`src/rtl/wb_commit_queue_pkg.sv`:
```
// Shared widths, control encodings and the commit record layout for the
// writeback retirement queue.
package wb_commit_queue_pkg;

  localparam int REG_W      = 64;
  localparam int REG_ADDR_W = 5;
  localparam int CSR_ADDR_W = 12;
  localparam int ADDR_W     = 64;
  localparam int CTRL_W     = 6;

  // Control value meaning "MEM/WB holds its contents this cycle".
  localparam logic [CTRL_W-1:0] CTRL_STATE_BLOCK   = 6'b000011;
  localparam logic [ADDR_W-1:0] INVALID_PC_DEFAULT = 64'h0;

  typedef struct packed {
    logic [ADDR_W-1:0]     pc;
    logic                  rd_wen;
    logic [REG_ADDR_W-1:0] rd_addr;
    logic [REG_W-1:0]      rd_data;
    logic                  csr_wen;
    logic [CSR_ADDR_W-1:0] csr_addr;
    logic [REG_W-1:0]      csr_data;
  } commit_rec_t;

  localparam int COMMIT_REC_W = $bits(commit_rec_t);

endpackage

```
`src/rtl/wb_commit_queue_fifo.sv`:
```
// Synchronous FIFO holding commit records. A push is accepted when not full,
// or when full and a pop happens in the same cycle; pop_i is ignored when empty.
module commit_fifo #(
  parameter int WIDTH = 8,
  parameter int DEPTH = 4,
  localparam int AW = $clog2(DEPTH)
) (
  input  logic             clk,
  input  logic             rst,
  input  logic             push_i,
  input  logic             pop_i,
  input  logic [WIDTH-1:0] wdata_i,
  output logic [WIDTH-1:0] rdata_o,
  output logic [AW:0]      count_o,
  output logic             full_o,
  output logic             empty_o
);

  logic [WIDTH-1:0] mem_q [DEPTH];
  logic [WIDTH-1:0] mem_d [DEPTH];
  logic [AW-1:0]    head_q, head_d, tail_q, tail_d;
  logic [AW:0]      count_q, count_d;
  logic             do_push, do_pop;

  always_comb begin
    empty_o = (count_q == '0);
    full_o  = (count_q == (AW+1)'(DEPTH));
    count_o = count_q;
    rdata_o = mem_q[head_q];
    do_pop  = pop_i && !empty_o;
    do_push = push_i && (!full_o || do_pop);
    head_d  = head_q;
    tail_d  = tail_q;
    count_d = count_q;
    mem_d   = mem_q;
    if (do_push) begin
      mem_d[tail_q] = wdata_i;
      tail_d        = tail_q + AW'(1);
    end
    if (do_pop) head_d = head_q + AW'(1);
    case ({do_push, do_pop})
      2'b10:   count_d = count_q + (AW+1)'(1);
      2'b01:   count_d = count_q - (AW+1)'(1);
      default: count_d = count_q;
    endcase
  end

  always_ff @(posedge clk or negedge rst) begin
    if (!rst) begin
      head_q  <= '0;
      tail_q  <= '0;
      count_q <= '0;
    end else begin
      head_q  <= head_d;
      tail_q  <= tail_d;
      count_q <= count_d;
    end
  end

  // Storage needs no reset: it is only observed through a nonzero count.
  always_ff @(posedge clk) begin
    mem_q <= mem_d;
  end

endmodule

```
`src/rtl/wb_commit_queue.sv`:
```
// Turns each freshly loaded WB-stage instruction into one commit record and
// offers the records over a valid/ready port (valid independent of ready).
module wb_commit_queue
  import wb_commit_queue_pkg::*;
#(
  parameter int                DEPTH      = 4,
  parameter logic [ADDR_W-1:0] INVALID_PC = INVALID_PC_DEFAULT
) (
  input  logic                  clk,
  input  logic                  rst,
  input  logic [ADDR_W-1:0]     wb_pc_i,
  input  logic                  wb_wreg_i,
  input  logic [REG_ADDR_W-1:0] wb_rd_addr_i,
  input  logic [REG_W-1:0]      wb_wdata_i,
  input  logic                  wb_csr_wreg_i,
  input  logic [CSR_ADDR_W-1:0] wb_csr_waddr_i,
  input  logic [REG_W-1:0]      wb_csr_wdata_i,
  input  logic [CTRL_W-1:0]     ctrl_signal_i,
  output logic                  commit_valid_o,
  input  logic                  commit_ready_i,
  output logic [ADDR_W-1:0]     commit_pc_o,
  output logic                  commit_rd_wen_o,
  output logic [REG_ADDR_W-1:0] commit_rd_addr_o,
  output logic [REG_W-1:0]      commit_rd_data_o,
  output logic                  commit_csr_wen_o,
  output logic [CSR_ADDR_W-1:0] commit_csr_addr_o,
  output logic [REG_W-1:0]      commit_csr_data_o,
  output logic                  full_o,
  output logic                  overflow_o,
  output logic [63:0]           retired_o
);

  localparam int AW = $clog2(DEPTH);

  logic              wb_new_q, wb_new_d;
  logic              overflow_q, overflow_d;
  logic [63:0]       retired_q, retired_d;
  logic              push, pop, fifo_full, fifo_empty;
  logic [AW:0]       fifo_count;
  logic [COMMIT_REC_W-1:0] head_bits;
  commit_rec_t       push_rec, head_rec, out_rec;

  always_comb begin
    // A non-Block control this cycle means MEM/WB reloads on the next edge.
    wb_new_d                = (ctrl_signal_i != CTRL_STATE_BLOCK);
    push                    = wb_new_q && (wb_pc_i != INVALID_PC);
    commit_valid_o          = !fifo_empty;
    pop                     = commit_valid_o && commit_ready_i;
    push_rec.pc             = wb_pc_i;
    push_rec.rd_wen         = wb_wreg_i && (wb_rd_addr_i != '0);
    push_rec.rd_addr        = wb_rd_addr_i;
    push_rec.rd_data        = wb_wdata_i;
    push_rec.csr_wen        = wb_csr_wreg_i;
    push_rec.csr_addr       = wb_csr_waddr_i;
    push_rec.csr_data       = wb_csr_wdata_i;
    overflow_d              = overflow_q || (push && fifo_full && !pop);
    retired_d               = retired_q + ((push && (!fifo_full || pop)) ? 64'd1 : 64'd0);
    head_rec                = head_bits;
    out_rec                 = commit_valid_o ? head_rec : '0;
    commit_pc_o             = out_rec.pc;
    commit_rd_wen_o         = out_rec.rd_wen;
    commit_rd_addr_o        = out_rec.rd_addr;
    commit_rd_data_o        = out_rec.rd_data;
    commit_csr_wen_o        = out_rec.csr_wen;
    commit_csr_addr_o       = out_rec.csr_addr;
    commit_csr_data_o       = out_rec.csr_data;
    full_o                  = fifo_count[AW];
    overflow_o              = overflow_q;
    retired_o               = retired_q;
  end

  always_ff @(posedge clk or negedge rst) begin
    if (!rst) begin
      wb_new_q   <= 1'b0;
      overflow_q <= 1'b0;
      retired_q  <= '0;
    end else begin
      wb_new_q   <= wb_new_d;
      overflow_q <= overflow_d;
      retired_q  <= retired_d;
    end
  end

  commit_fifo #(
    .WIDTH (COMMIT_REC_W),
    .DEPTH (DEPTH)
  ) u_fifo (
    .clk     (clk),
    .rst     (rst),
    .push_i  (push),
    .pop_i   (pop),
    .wdata_i (push_rec),
    .rdata_o (head_bits),
    .count_o (fifo_count),
    .full_o  (fifo_full),
    .empty_o (fifo_empty)
  );

endmodule
```
`config.mk`:
```
export PLATFORM = sky130hd
export DESIGN_NAME = wb_commit_queue
export DESIGN_NICKNAME = d
export VERILOG_FILES = /design/src/rtl/wb_commit_queue_pkg.sv /design/src/rtl/wb_commit_queue_fifo.sv /design/src/rtl/wb_commit_queue.sv
export SDC_FILE = /design/constraint.sdc
export NUM_CORES = 1
export LEC_CHECK = 0
export BUFFER_PORTS_ARGS = -buffer_cell sky130_fd_sc_hd__buf_2
export CAP_MARGIN = 20
export CORE_UTILIZATION = 59
export CTS_CLUSTER_SIZE = 16
export DETAILED_ROUTE_END_ITERATION = 10
export PLACE_DENSITY = 0.89
export SYNTH_ARGS = -nofsm -noshare
export SYNTH_HDL_FRONTEND = slang
export SYNTH_SLANG_ARGS = --single-unit
export TNS_END_PERCENT = 100
```
`constraint.sdc`:
```
create_clock -name clk -period 13.5 [get_ports clk]
set_input_delay 2.7 -clock clk [delete_from_list [all_inputs] [get_ports clk]]
set_output_delay 2.7 -clock clk [all_outputs]
set_load 0.05 [all_outputs]
```
Word level (Yosys, flattened, before mapping)
Index checks and enable logic that the tools add are counted.
- register bits: 917
- input port bits: 220
- output and inout port bits: 278
- word-level logic and storage cells: 52
- add/subtract/negate cells: 5
- order comparisons: 3
- equality and inequality tests: 4
- multiplexer cells: 9
- bitwise operators: 2
- reductions and logical operators: 19
- operator list (cell ; number):
    bitwise mux 844 bit ; 1
    2-to-1 mux 211 bit ; 4
    binary-select mux 211 bit (select 2 bit) ; 1
    demux 211 bit (select 2 bit) ; 1
    adder 64 x 1 -> 64 bit ; 1
    nonzero test 64 bit ; 1
    logical AND 1 bit ; 9
    >= comparator 3 bit, second input constant ; 2
    != test 6 x 2 -> 1 bit, second input constant ; 1
    NOT 2 -> 3 bit ; 2
    case mux 3 bit (2 select lines) ; 1
    nonzero test 5 bit ; 1
    adder 2 x 1 -> 2 bit, second input constant ; 2
    adder 3 x 1 -> 3 bit, second input constant ; 1
    == test 3 bit, second input constant ; 1
    logical NOT 1 bit ; 3
    logical NOT 3 bit ; 1
    logical OR 1 bit ; 3
    less-than comparator 3 x 1 -> 1 bit, second input constant ; 1
    subtractor 3 x 1 -> 3 bit, second input constant ; 1
    == test 2 x 1 -> 1 bit, second input constant ; 1
    == test 2 bit, second input constant ; 1
    nonzero test 2 bit ; 1
    2-to-1 mux 1 bit ; 1

Depth between registers and ports, before layout
- word-level depth: 8
- depth in mapped cells: 13
- depth with buffers taken out: 11

Modules after synthesis
Synthesis repeated with hierarchy kept, for this count alone.
- cell total of the unflattened synthesis: 1674
- area, all modules: 35485.3 um^2
- modules (own cells, without submodules) (module ; times used ; cells an instance ; area an instance (um^2) ; sequential area each (um^2)):
    commit_fifo ; 1 ; 1141 ; 30887.1 ; 25519.5
    wb_commit_queue ; 1 ; 533 ; 4598.2 ; 1651.6

Worst setup path after synthesis
OpenSTA, ideal clock, no wires.
- kind: input -> register
- from: input port wb_pc_i[57]
- to: register u_fifo.mem_q[0] (netlist name) (enable)
- library setup time: 0.598 ns
- data arrival time: 8.306 ns
- data required time: 12.902 ns
- setup slack: 4.596 ns
- stages on the path: 5
- path buffers: 0
- cell sequence: nor4_1 nand4_1 nor4_1 nor3b_1 and2_1
- cells in the longest elaborated chain, start to end: 3
- RTL lines (item ; line ; text):
    start, declared ; wb_commit_queue.sv:11 ; input logic [ADDR_W-1:0] wb_pc_i,
    nonzero test 64 bit ; wb_commit_queue.sv:46 ; push = wb_new_q && (wb_pc_i != INVALID_PC);
    logical AND 1 bit ; wb_commit_queue.sv:46 ;
    logical AND 1 bit ; wb_commit_queue_fifo.sv:31 ; do_push = push_i && (!full_o || do_pop);
    end signal, assigned ; wb_commit_queue_fifo.sv:62 ; mem_q <= mem_d;
    end, declared ; wb_commit_queue_fifo.sv:19 ; logic [WIDTH-1:0] mem_q [DEPTH];
No other way between the ends.
A chain may end at the register's enable or synchronous reset.

Worst setup path after layout
- from: register u_fifo.head_q[0]
- to: output port commit_csr_data_o[43]
- cells in the longest elaborated chain, start to end: 5
- RTL lines (item ; line ; text):
    start, declared ; wb_commit_queue_fifo.sv:21 ; logic [AW-1:0] head_q, head_d, tail_q, tail_d;
    start signal, assigned ; wb_commit_queue_fifo.sv:50 ; head_q <= '0;
    start signal, assigned ; wb_commit_queue_fifo.sv:54 ; head_q <= head_d;
    NOT 2 -> 3 bit (not written as such) ; wb_commit_queue_fifo.sv:29 ; rdata_o = mem_q[head_q];
    binary-select mux 211 bit (select 2 bit) ; wb_commit_queue_fifo.sv:29 ;
    2-to-1 mux 211 bit (not written as such) (2 in series) ; wb_commit_queue_fifo.sv:29 ;
    2-to-1 mux 211 bit ; wb_commit_queue.sv:59 ; out_rec = commit_valid_o ? head_rec : '0;
    end, declared ; wb_commit_queue.sv:27 ; output logic [REG_W-1:0] commit_csr_data_o,
No other way between the ends. The select of a mux whose other input is x is not followed.

==> out/qor.yml <==
run_status:
  outcome: "complete, no violations"
clock_tree:
  clock_sinks: 917
  clock_path_buffers: 3
  numCtsBuffers: 89
  postCtsHoldBufs: 0
  clockRootBuffer: "clkbuf_16"
  worst_skew_pair.late_latency_ps: 630
  cts_tree: "yes"
  post-cts-setup-buffers: 0
  htree_levels: 3
  cts_resized: 0
  clkSlewWorstSetupHoldPaths_ps: 70
setup_path:
  critical_path_class: "reg -> out"
  critPathRequiredTime_ps: 10800
  cp_slowest_cell: "buf_4"
  max_stage_delay_ps: 890
  crit_path_start_kind: "flip-flop"
  end_kind: "primary output"
  critical_path_arrival_ps: 4170
  crit_fanout: 103
  path_cells: "buf_12, buf_4, mux4_2, and2_1, buf_2"
grt:
  overflow: 0
  grt_max_degree: 124
  grt_pass1_wl_um: 116000
  gr-usage-all-layers: 0.259
  first_global_vias: 18900
  grt_antenna_before_repair: 31
synthesis:
  syn_nets: 1897
  ys_ff_latch: 917
  seq_area_frac_synth: 0.770
  synth_common_cells: "edfxtp_1, and2_1, mux4_2, dfrtp_1, clkbuf_1"
  synth_area_leaders: "edfxtp_1, mux4_2, dfrtp_1"
  synthCells: 1669
  synthArstFlopShare: 0.0796
  synth_top_area_share: 0.718
  synthesis.area_um2: 35300
  ys.flop_type: "edfxtp_1"
  synth_most_common_cell: "edfxtp_1"
  avgSynthCellArea_um2: 21.1
  ys_types: 37
  synth_edf_count: 844
  yosys_warnings: 0
  yosys.area.top_type: "edfxtp_1"
detailed_routing:
  vias: 18400
  first_pass_iters: 5
  drc: 0
  routed_wl_um: 78500
  wl_per_cell_um: 25.6
  ant_nets: 0
  drt_iter0_markers: 1372
  avgViaCountPerCell: 5.98
sta:
  min_period_ps: 6870
  slew_violations: 0
  finalSetupViolations: 0
  hold_viol: 0
  setup_tns_ps: 0
  fin_crit_sh: 0.509
  tightest_slew_ps: 1120
  clock.fmax_mhz: 145
  maxSlewHeadroom: 0.253
  rsz0062_at_grt: "false"
  finClkSkew_ps: 21.0
place:
  placed_area_um2: 38600
  dp.cells: 2882
  gp_congestion: 0.859
  hpwl_um: 47400
  port_buffers: 497
floorplan:
  start_util: 0.598
  ios: 498
  die_y_um: 247
  die_x_um: 247
  dieArea_um2: 60800
  core_um2: 59000
  rows: 89
finish:
  final_nets: 2431
  finalCoreUtilization: 0.706
  finalNonFillerCells: 3074
  area_delta_synth_final_pct: 18.1
  finalInstanceArea_um2: 41700
  drive_gt1_frac: 0.383
job:
  max_cap_viol_count: 0
worst_hold_path:
  min_path_type: "reg -> reg"
critical path: cells and delay by family (launching register included):
family	cells	cell delay, ps
buffers and inverters	3	1710
flip-flops	1	750
multiplexers	1	650
AND/OR/NAND/NOR	1	180
cell usage in the layout (no fill, tap or decap), drive strengths merged:
cell / instances
nand3: 22
diode: 24
ha: 7
edfxtp: 844
o21bai: 1
nor4bb: 1
and2: 217
inv: 18
mux4: 211
or2: 3
bufinv: 8
nor2: 21
or3: 3
and3: 7
clkinvlp: 4
clkbuf: 113
and4: 5
clkinv: 37
nand4: 22
nor3: 13
nor3b: 2
dfrtp: 73
nor4b: 1
o21a: 1
or4b: 1
xnor2: 31
nor4: 30
nand2: 22
buf: 518
mux2: 1
xor2: 37
or4: 1
fa: 1
mux2i: 1
routing by layer:
metal  track usage  up-vias  part of all wire
met3        0.0710      167             0.086
met5             0        -            0.0021
met2         0.426      871              0.51
met1         0.330     9494              0.37
met4         0.101       24             0.031
li1              -     7831                 -
sequential cells by signal (all words and copies together) (netlist names):
| name | count |
|---|---|
| retired_o | 64 |
| u_fifo.mem_q | 844 |
| u_fifo.head_q | 2 |
| wb_new_q | 1 |
| u_fifo.count_o | 3 |
| overflow_o | 1 |
| u_fifo.tail_q | 2 |
cells by family (layout without fill, tap and decap cells):
kind of cell	after synthesis	count (layout)	share of synthesized area
AO/OA/AOI/OAI	2	2	0.000426
XOR/XNOR	68	68	0.0169
adder cells (fa/ha/maj)	8	8	0.00305
buffers and inverters	90	698	0.0104
flip-flops	917	917	0.770
multiplexers	213	213	0.135
other	0	24	0
AND/OR/NAND/NOR	371	371	0.0637
final timing paths:
kind	from	endpoint	slack (ps)	depth (start not counted)
max	u_fifo.head_q[0]$_DFFE_PN0P_	commit_csr_data_o[43]	6630	5
min	retired_o[63]$_DFF_PN0_	retired_o[63]$_DFF_PN0_	490	1
max reg2reg	u_fifo.count_o[2]$_DFFE_PN0P_	retired_o[56]$_DFF_PN0_	9290	9
min reg2reg	retired_o[63]$_DFF_PN0_	retired_o[63]$_DFF_PN0_	490	1
max in group asynchronous	rst	u_fifo.head_q[1]$_DFFE_PN0P_	10480	2
min in group asynchronous	rst	retired_o[52]$_DFF_PN0_	2280	2
layout make-up:
class	count	area [um2]
Sequential cell	917	27200
Fill cell	3399	17400
Multi-Input combinational cell	662	7750
Timing Repair Buffer	518	2730
Clock buffer	113	2400
Tap cell	773	967
Clock inverter	52	510
Antenna cell	24	60.1
Inverter	15	56.3
per-stage QoR:
| step | hold WS, ps | worst slack (ps) |
|---|---|---|
| 2_1_floorplan | 483 | 4600 |
| 3_3_place_gp | 456 | 6700 |
| 3_5_place_dp | 455 | 6640 |
| 4_1_cts | 487 | 6480 |
| 5_1_grt | 504 | 6240 |
| 6_report | 494 | 6630 |
Power is left out: the tool's default activity adds up to more than one toggle a clock period on the data nets, which glitch-free logic cannot reach.
